### src/rtl/query_stream_deserializer_pkg.sv
// ---------------------------------------------------------------------------
// fieldious_io_pkg
// Shared types and helpers for the write-clock-domain query load path.
//   state_t : load FSM states (IDLE, COLLECT, DONE)
//   beats() : number of pad beats needed to cover one assembled word
// ---------------------------------------------------------------------------
package fieldious_io_pkg;

  typedef enum logic [1:0] {
    IDLE    = 2'd0,
    COLLECT = 2'd1,
    DONE    = 2'd2
  } state_t;

  // Ceiling division: a partial final beat still costs a full beat.
  function automatic int beats(input int data_width, input int io_width);
    return (data_width + io_width - 1) / io_width;
  endfunction

endpackage

### src/rtl/query_stream_deserializer_if.sv
// ---------------------------------------------------------------------------
// query_stream_deserializer_if
// Bundles the pad beat handshake and the async_fifo1 write port.
//   io_valid / io_data / io_ready : narrow beats from the chip pads
//   fifo_wdata / fifo_winc        : word and write strobe toward async_fifo1
//   fifo_wfull                    : async_fifo1 full flag (write domain)
// Modports:
//   slave  : the deserializer (consumes beats, drives the fifo write port)
//   master : the environment (pads + fifo)
// ---------------------------------------------------------------------------
interface query_stream_deserializer_if #(
  parameter int DATA_WIDTH = 11,
  parameter int IO_WIDTH   = 4
);

  logic                  io_valid;
  logic [IO_WIDTH-1:0]   io_data;
  logic                  io_ready;
  logic [DATA_WIDTH-1:0] fifo_wdata;
  logic                  fifo_winc;
  logic                  fifo_wfull;

  modport master (
    output io_valid, io_data, fifo_wfull,
    input  io_ready, fifo_wdata, fifo_winc
  );

  modport slave (
    input  io_valid, io_data, fifo_wfull,
    output io_ready, fifo_wdata, fifo_winc
  );

endinterface

### src/rtl/query_stream_deserializer_io_beat_packer.sv
// ---------------------------------------------------------------------------
// io_beat_packer
// Assembles IO_WIDTH beats LSB-first into a DATA_WIDTH word.
// Only the non-final beats are stored; the final beat is merged
// combinationally so the word is available on the same edge that accepts it.
// Ports:
//   wclk, wrst_n : write clock, synchronous active-low reset
//   beat_en      : a beat is accepted on this edge
//   clear        : drop any partial word and restart at beat 0
//   beat_data    : incoming pad beat
//   final_beat   : the next accepted beat completes a word
//   word         : assembled word (valid when word_done)
//   word_done    : a word completes on this edge
// Assumes the word spans at least two beats.
// ---------------------------------------------------------------------------
module io_beat_packer
  import fieldious_io_pkg::*;
#(
  parameter int DATA_WIDTH = 11,
  parameter int IO_WIDTH   = 4
) (
  input  logic                  wclk,
  input  logic                  wrst_n,
  input  logic                  beat_en,
  input  logic                  clear,
  input  logic [IO_WIDTH-1:0]   beat_data,
  output logic                  final_beat,
  output logic [DATA_WIDTH-1:0] word,
  output logic                  word_done
);

  localparam int BEATS  = beats(DATA_WIDTH, IO_WIDTH);
  localparam int CNT_W  = (BEATS > 1) ? $clog2(BEATS) : 1;
  localparam int BUF_W  = (BEATS - 1) * IO_WIDTH;
  localparam int PACK_W = BEATS * IO_WIDTH;
  localparam logic [CNT_W-1:0] LAST_BEAT = CNT_W'(BEATS - 1);

  logic [BUF_W-1:0]  buf_q, buf_d;
  logic [CNT_W-1:0]  beat_cnt_q, beat_cnt_d;
  logic [PACK_W-1:0] packed_word;

  assign final_beat  = (beat_cnt_q == LAST_BEAT);
  assign word_done   = beat_en && final_beat;
  assign packed_word = {beat_data, buf_q};
  assign word        = packed_word[DATA_WIDTH-1:0];

  // Final-beat bits above the word width are intentionally dropped.
  if (PACK_W > DATA_WIDTH) begin : g_trim
    logic unused_hi_bits;
    assign unused_hi_bits = ^packed_word[PACK_W-1:DATA_WIDTH];
  end

  always_comb begin
    buf_d      = buf_q;
    beat_cnt_d = beat_cnt_q;
    if (clear) begin
      buf_d      = '0;
      beat_cnt_d = '0;
    end else if (beat_en) begin
      if (final_beat) begin
        beat_cnt_d = '0;
      end else begin
        beat_cnt_d = beat_cnt_q + 1'b1;
        for (int k = 0; k < BEATS - 1; k++) begin
          if (beat_cnt_q == CNT_W'(k)) begin
            buf_d[k*IO_WIDTH +: IO_WIDTH] = beat_data;
          end
        end
      end
    end
  end

  always_ff @(posedge wclk) begin
    if (!wrst_n) begin
      buf_q      <= '0;
      beat_cnt_q <= '0;
    end else begin
      buf_q      <= buf_d;
      beat_cnt_q <= beat_cnt_d;
    end
  end

endmodule

### src/rtl/query_stream_deserializer.sv
// ---------------------------------------------------------------------------
// query_stream_deserializer
// Write-domain front end of the query path: packs pad beats into words and
// writes one frame of FRAME_WORDS words into async_fifo1, then stops.
// Ports:
//   wclk, wrst_n  : write clock, synchronous active-low reset
//   load_enable   : top FSM is in the query-load phase
//   bus (slave)   : pad beat handshake + async_fifo1 write port
//   frame_done    : one-cycle pulse after the last word of a frame is written
//   abort_err     : sticky, load_enable dropped mid-frame (cleared by reset)
//   words_written : words written in the current frame (saturating)
// ---------------------------------------------------------------------------
module query_stream_deserializer
  import fieldious_io_pkg::*;
#(
  parameter int DATA_WIDTH  = 11,
  parameter int IO_WIDTH    = 4,
  parameter int FRAME_WORDS = 640
) (
  input  logic                             wclk,
  input  logic                             wrst_n,
  input  logic                             load_enable,
  query_stream_deserializer_if.slave       bus,
  output logic                             frame_done,
  output logic                             abort_err,
  output logic [$clog2(FRAME_WORDS+1)-1:0] words_written
);

  localparam int WW = $clog2(FRAME_WORDS + 1);

  state_t                state_q, state_d;
  logic                  out_valid_q, out_valid_d;
  logic [DATA_WIDTH-1:0] wdata_q, wdata_d;
  logic [WW-1:0]         words_q, words_d;
  logic                  abort_q, abort_d;
  logic                  frame_done_q, frame_done_d;

  logic                  io_ready;
  logic                  fifo_winc;
  logic                  beat_en;
  logic                  pack_clear;
  logic                  final_beat;
  logic                  word_done;
  logic [DATA_WIDTH-1:0] packed_word;
  logic                  frame_full;

  // The packer restarts at beat 0 whenever we are not actively collecting.
  assign pack_clear = (state_q != COLLECT) || !load_enable;
  assign beat_en    = bus.io_valid && io_ready;

  io_beat_packer #(
    .DATA_WIDTH (DATA_WIDTH),
    .IO_WIDTH   (IO_WIDTH)
  ) u_packer (
    .wclk       (wclk),
    .wrst_n     (wrst_n),
    .beat_en    (beat_en),
    .clear      (pack_clear),
    .beat_data  (bus.io_data),
    .final_beat (final_beat),
    .word       (packed_word),
    .word_done  (word_done)
  );

  // Every word of the frame is either written or sitting in the skid register.
  assign frame_full = (({1'b0, words_q} + {{WW{1'b0}}, out_valid_q}) == (WW+1)'(FRAME_WORDS));

  always_comb begin
    state_d      = state_q;
    out_valid_d  = out_valid_q;
    wdata_d      = wdata_q;
    words_d      = words_q;
    abort_d      = abort_q;
    frame_done_d = 1'b0;
    fifo_winc    = out_valid_q && !bus.fifo_wfull;
    io_ready     = 1'b0;

    // Non-final beats always land in the packer; the final beat needs room
    // in the skid register, which frees up on the same edge as a fifo write.
    if (state_q == COLLECT && !frame_full) begin
      io_ready = final_beat ? (!out_valid_q || !bus.fifo_wfull) : 1'b1;
    end

    case (state_q)
      IDLE: begin
        if (load_enable) state_d = COLLECT;
      end
      COLLECT: begin
        if (!load_enable) begin
          state_d     = IDLE;
          abort_d     = 1'b1;
          out_valid_d = 1'b0;
          words_d     = '0;
        end else begin
          if (fifo_winc) begin
            out_valid_d = 1'b0;
            words_d     = (words_q == WW'(FRAME_WORDS)) ? words_q : words_q + 1'b1;
            if (words_q == WW'(FRAME_WORDS - 1)) begin
              state_d      = DONE;
              frame_done_d = 1'b1;
            end
          end
          // A word loading on the same edge as a write replaces the old one.
          if (word_done) begin
            wdata_d     = packed_word;
            out_valid_d = 1'b1;
          end
        end
      end
      DONE: begin
        if (!load_enable) begin
          state_d = IDLE;
          words_d = '0;
        end
      end
      default: state_d = IDLE;
    endcase
  end

  always_ff @(posedge wclk) begin
    if (!wrst_n) begin
      state_q      <= IDLE;
      out_valid_q  <= 1'b0;
      wdata_q      <= '0;
      words_q      <= '0;
      abort_q      <= 1'b0;
      frame_done_q <= 1'b0;
    end else begin
      state_q      <= state_d;
      out_valid_q  <= out_valid_d;
      wdata_q      <= wdata_d;
      words_q      <= words_d;
      abort_q      <= abort_d;
      frame_done_q <= frame_done_d;
    end
  end

  assign bus.io_ready   = io_ready;
  assign bus.fifo_winc  = fifo_winc;
  assign bus.fifo_wdata = wdata_q;
  assign frame_done     = frame_done_q;
  assign abort_err      = abort_q;
  assign words_written  = words_q;

endmodule

### src/flat_wrapper.sv
// flat-port wrapper written by rule: the top's interface ports become plain ports
module query_stream_deserializer_flat import fieldious_io_pkg::*;
#(
  parameter int DATA_WIDTH  = 11,
  parameter int IO_WIDTH    = 4,
  parameter int FRAME_WORDS = 640
)
  (wclk, wrst_n, load_enable, frame_done, abort_err, words_written, bus_io_valid, bus_io_data, bus_fifo_wfull, bus_io_ready, bus_fifo_wdata, bus_fifo_winc);
  query_stream_deserializer_if #(.DATA_WIDTH(DATA_WIDTH), .IO_WIDTH(IO_WIDTH)) bus_i ();
  input  logic wclk;
  input  logic wrst_n;
  input  logic load_enable;
  output logic frame_done;
  output logic abort_err;
  output logic [$clog2(FRAME_WORDS+1)-1:0] words_written;
  input wire logic [$bits(bus_i.io_valid)-1:0] bus_io_valid;
  input wire logic [$bits(bus_i.io_data)-1:0] bus_io_data;
  input wire logic [$bits(bus_i.fifo_wfull)-1:0] bus_fifo_wfull;
  output wire logic [$bits(bus_i.io_ready)-1:0] bus_io_ready;
  output wire logic [$bits(bus_i.fifo_wdata)-1:0] bus_fifo_wdata;
  output wire logic [$bits(bus_i.fifo_winc)-1:0] bus_fifo_winc;
  assign bus_i.io_valid = bus_io_valid;
  assign bus_i.io_data = bus_io_data;
  assign bus_i.fifo_wfull = bus_fifo_wfull;
  assign bus_io_ready = bus_i.io_ready;
  assign bus_fifo_wdata = bus_i.fifo_wdata;
  assign bus_fifo_winc = bus_i.fifo_winc;
  query_stream_deserializer #(.DATA_WIDTH(DATA_WIDTH), .IO_WIDTH(IO_WIDTH), .FRAME_WORDS(FRAME_WORDS)) u_core (.wclk(wclk), .wrst_n(wrst_n), .load_enable(load_enable), .bus(bus_i), .frame_done(frame_done), .abort_err(abort_err), .words_written(words_written));
endmodule
### config.mk
export PLATFORM = sky130hd
export DESIGN_NAME = query_stream_deserializer_flat
export DESIGN_NICKNAME = d
export VERILOG_FILES = /design/src/rtl/query_stream_deserializer_pkg.sv /design/src/rtl/query_stream_deserializer_if.sv /design/src/rtl/query_stream_deserializer_io_beat_packer.sv /design/src/rtl/query_stream_deserializer.sv /design/src/flat_wrapper.sv
export SDC_FILE = /design/constraint.sdc
export NUM_CORES = 1
export LEC_CHECK = 0
export CORE_MARGIN = 4
export CORE_UTILIZATION = 58
export CTS_BUF_LIST = sky130_fd_sc_hd__clkbuf_4 sky130_fd_sc_hd__clkbuf_8
export DETAILED_ROUTE_END_ITERATION = 10
export GPL_TIMING_DRIVEN = 1
export PLACE_DENSITY_LB_ADDON = 0.2
export SETUP_SLACK_MARGIN = 0.02
export SLEW_MARGIN = 25
export SYNTH_ARGS = -nofsm -noshare
export SYNTH_HDL_FRONTEND = slang
export SYNTH_SLANG_ARGS = --single-unit
### constraint.sdc
create_clock -name wclk -period 5.68 [get_ports wclk]
set_clock_uncertainty 0.2 [all_clocks]
set_input_delay 1.136 -clock wclk [delete_from_list [all_inputs] [get_ports wclk]]
set_output_delay 1.136 -clock wclk [all_outputs]
set_load 0.02 [all_outputs]
==> impl_metrics.json <==
{
  "crit_path_start_kind": "flip-flop",
  "synth_nets": 238,
  "maxCapViolations": 0,
  "hold_buffers": 0,
  "cts_sinks": 36,
  "timing.rr.start": "u_core.words_written[0]",
  "numCtsBuffers": 5,
  "root_buffer": "clkbuf_4",
  "path_clk_slew_ns": 0.10,
  "place_congestion": 0.854,
  "num_vias": 1675,
  "rows": 20,
  "overflow": 0,
  "die_area_um2": 4290,
  "core-area_um2": 3100,
  "crit_arrival_ns": 2.65,
  "drt-total-wl_mm": 4.12,
  "max_stage_delay_ns": 0.53,
  "post-cts-setup-buffer-count": 0,
  "holdCritStartpoint": "u_core.bus.fifo_wdata[0]",
  "synth_edf_count": 0,
  "drt_iter0_drc": 106,
  "crit_slowest_cell": "clkdlybuf4s50_1",
  "irDropWorstVdd_mv": 0.202,
  "grt_max_degree": 38,
  "async_flop_share_pct": 0,
  "status": "finished clean",
  "finalHoldViolCount": 0,
  "synth_ff_type": "dfxtp_1",
  "post_cts_resized": 0,
  "cts_tree": "yes",
  "place_inst": 290,
  "wl_per_cell_um": 13.8,
  "slew_viol_final": 0,
  "grt_pass1_vias": 1533,
  "max_freq_ghz": 0.251,
  "synth_cell_types": 50,
  "syn_area_um2": 1920,
  "p_leak_nw": 0.835,
  "synth-seq-cells": 36,
  "cp.required_ns": 4.34,
  "drtPass1Iterations": 4,
  "tns_ns": 0,
  "via_per_inst": 5.62,
  "final_nets": 267,
  "crit_chain": "ha_1 -> and4_4 -> mux2_4 -> o22ai_2 -> o2111a_4 -> nor2_1 -> clkdlybuf4s50_1",
  "antenna_found_initial": 0,
  "regArea_um2": 721,
  "syn_to_final_growth_pct": 20.5,
  "instances_no_fill": 298,
  "finalSetupViolations": 0,
  "start_util_pct": 61.7,
  "yosysSeqAreaShare_pct": 37.6,
  "worstSetupStartpoint": "u_core.words_written[0]",
  "p_per_area_nw_per_um2": 184,
  "pre_cts_ws_ns": 1.83,
  "syn_area_per_cell_um2": 8.55,
  "synthCells": 224,
  "yosysWarningCount": 0,
  "die_h_um": 65.5,
  "end_kind": "primary output",
  "io_pins": 34,
  "io_buffers": 33,
  "fillers": 275,
  "drive_gt1_share_pct": 10.6,
  "worst_pin_slew_ns": 0.919,
  "htreeDepth": 2,
  "grt_use_total_pct": 21.4,
  "min_period_over_period_pct": 70.1,
  "cp_max_fo": 7,
  "clockBufferDepth": 2,
  "hold_path.class": "flip-flop to flip-flop",
  "antenna_cells": 0,
  "min_period_ns": 3.98,
  "hpwlAfterDp_mm": 2.98,
  "crit_type": "flip-flop to primary output",
  "die_width_um": 65.5,
  "ant_nets": 0,
  "rsz0062_at_grt": "no",
  "drc": 0,
  "grt_pass1_wl_mm": 7.05,
  "clk_latency_ns": 0.33,
  "multi_input_area_um2": 1120,
  "setup_ws_ns": 1.70,
  "slew_headroom_pct": 38.5
}
stage by stage:
stage          instance area, um^2  hold WS [ns]  power, mW  utilization (%)
6_report                      2310         0.260      0.425             74.4
5_1_grt                       2310         0.285      0.445             74.4
4_1_cts                       2310         0.263      0.430             74.4
3_5_place_dp                  2240         0.249      0.284             72.3
3_3_place_gp                  2240         0.237      0.284             72.1
2_1_floorplan                 1920         0.223      0.274                -
sequential cells by signal, summed over array words and instances (netlist names):
signal,count
u_core.abort_err,1
u_core.bus.fifo_wdata,11
u_core.frame_done,1
u_core.out_valid_q,1
u_core.state_q,2
u_core.u_packer.beat_cnt_q,2
u_core.u_packer.buf_q,8
u_core.words_written,10
layer usage:
metal	GRT usage (%)	share of wire, %	wire (um)
met5	0	0	0
met2	31.7	44	1830
met3	5.13	3.7	152
met1	30.5	51	2080
met4	6.99	1.3	53
area by class of cell:
class / instances / share of cell area [%]
clock buffers: 8 / 2.87
inverters: 3 / 0.488
multi-input cells: 173 / 48.4
flip-flops and latches: 36 / 31.2
well taps: 44 / 2.38
repair buffers: 34 / 14.6
synthesized netlist by cell type, types with 2 or more instances:
master | number | area (um^2)
buf_4 | 3 | 22.5
a21oi_1 | 6 | 30.0
o21a_1 | 4 | 30.0
and2b_2 | 2 | 17.5
nand3_1 | 10 | 50.1
a31oi_1 | 5 | 31.3
a211oi_1 | 2 | 15.0
nand4_1 | 2 | 12.5
nor2_1 | 10 | 37.5
and4_1 | 2 | 17.5
mux2i_1 | 19 | 190
and2_1 | 2 | 12.5
nand2b_1 | 3 | 18.8
nor3_1 | 5 | 25.0
or2_2 | 2 | 12.5
buf_6 | 2 | 22.5
nand3b_1 | 2 | 15.0
and3_2 | 4 | 30.0
o21ai_0 | 11 | 55.1
dfxtp_1 | 36 | 721
and3_1 | 2 | 12.5
clkbuf_1 | 5 | 18.8
inv_1 | 3 | 11.3
nor2b_1 | 2 | 12.5
nand4b_1 | 2 | 17.5
nand2_1 | 50 | 188
ha_1 | 5 | 62.6
kinds of logic (layout without fill, tap and decap cells):
group | count (synthesis) | after routing | share of synthesized area [%]
fa+ha+maj | 5 | 5 | 3.27
buf+inv | 15 | 45 | 4.64
mux | 20 | 20 | 10.7
flops | 36 | 36 | 37.6
compound gates | 40 | 40 | 14.2
simple gates | 108 | 108 | 29.5
cells in the final DEF, fill, tap and decap left out, types with 5 or more instances in the layout:
cell type        netlist  layout
a21oi_1                6       6
a31oi_1                5       5
clkbuf_4               0       7
clkdlybuf4s50_1        0      33
dfxtp_1               36      36
ha_1                   5       5
mux2i_1               19      19
nand2_1               50      50
nand3_1               10      10
nor2_1                10      10
o21ai_0               11      11
power by group:
part	total, mW	internal, mW	leakage, nW	switching [mW]
sequential	0.254	0.253	0.290	0.000637
combinational	0.0247	0.0106	0.505	0.0141
clock	0.147	0.0706	0.0394	0.0764
total	0.425	0.334	0.835	0.0911
worst max-delay path, delay by kind of cell (launching register included):
kind,cells,cell delay (ns)
buffers and inverters,1,0.53
multiplexers,1,0.30
AND/OR/NAND/NOR,2,0.32
adder cells (fa/ha/maj),1,0.29
flip-flops,1,0.47
AO/OA/AOI/OAI,2,0.40
final timing paths:
kind                                    to  slack (ns)  depth (start not counted)
setup / recovery              bus_io_ready        1.70                          7
setup reg to reg  u_core.bus.fifo_wdata[1]        2.97                          8
hold reg to reg   u_core.bus.fifo_wdata[0]        0.26                          2
hold / removal    u_core.bus.fifo_wdata[0]        0.26                          2
Note: power is estimated with default switching activity, not from simulation.
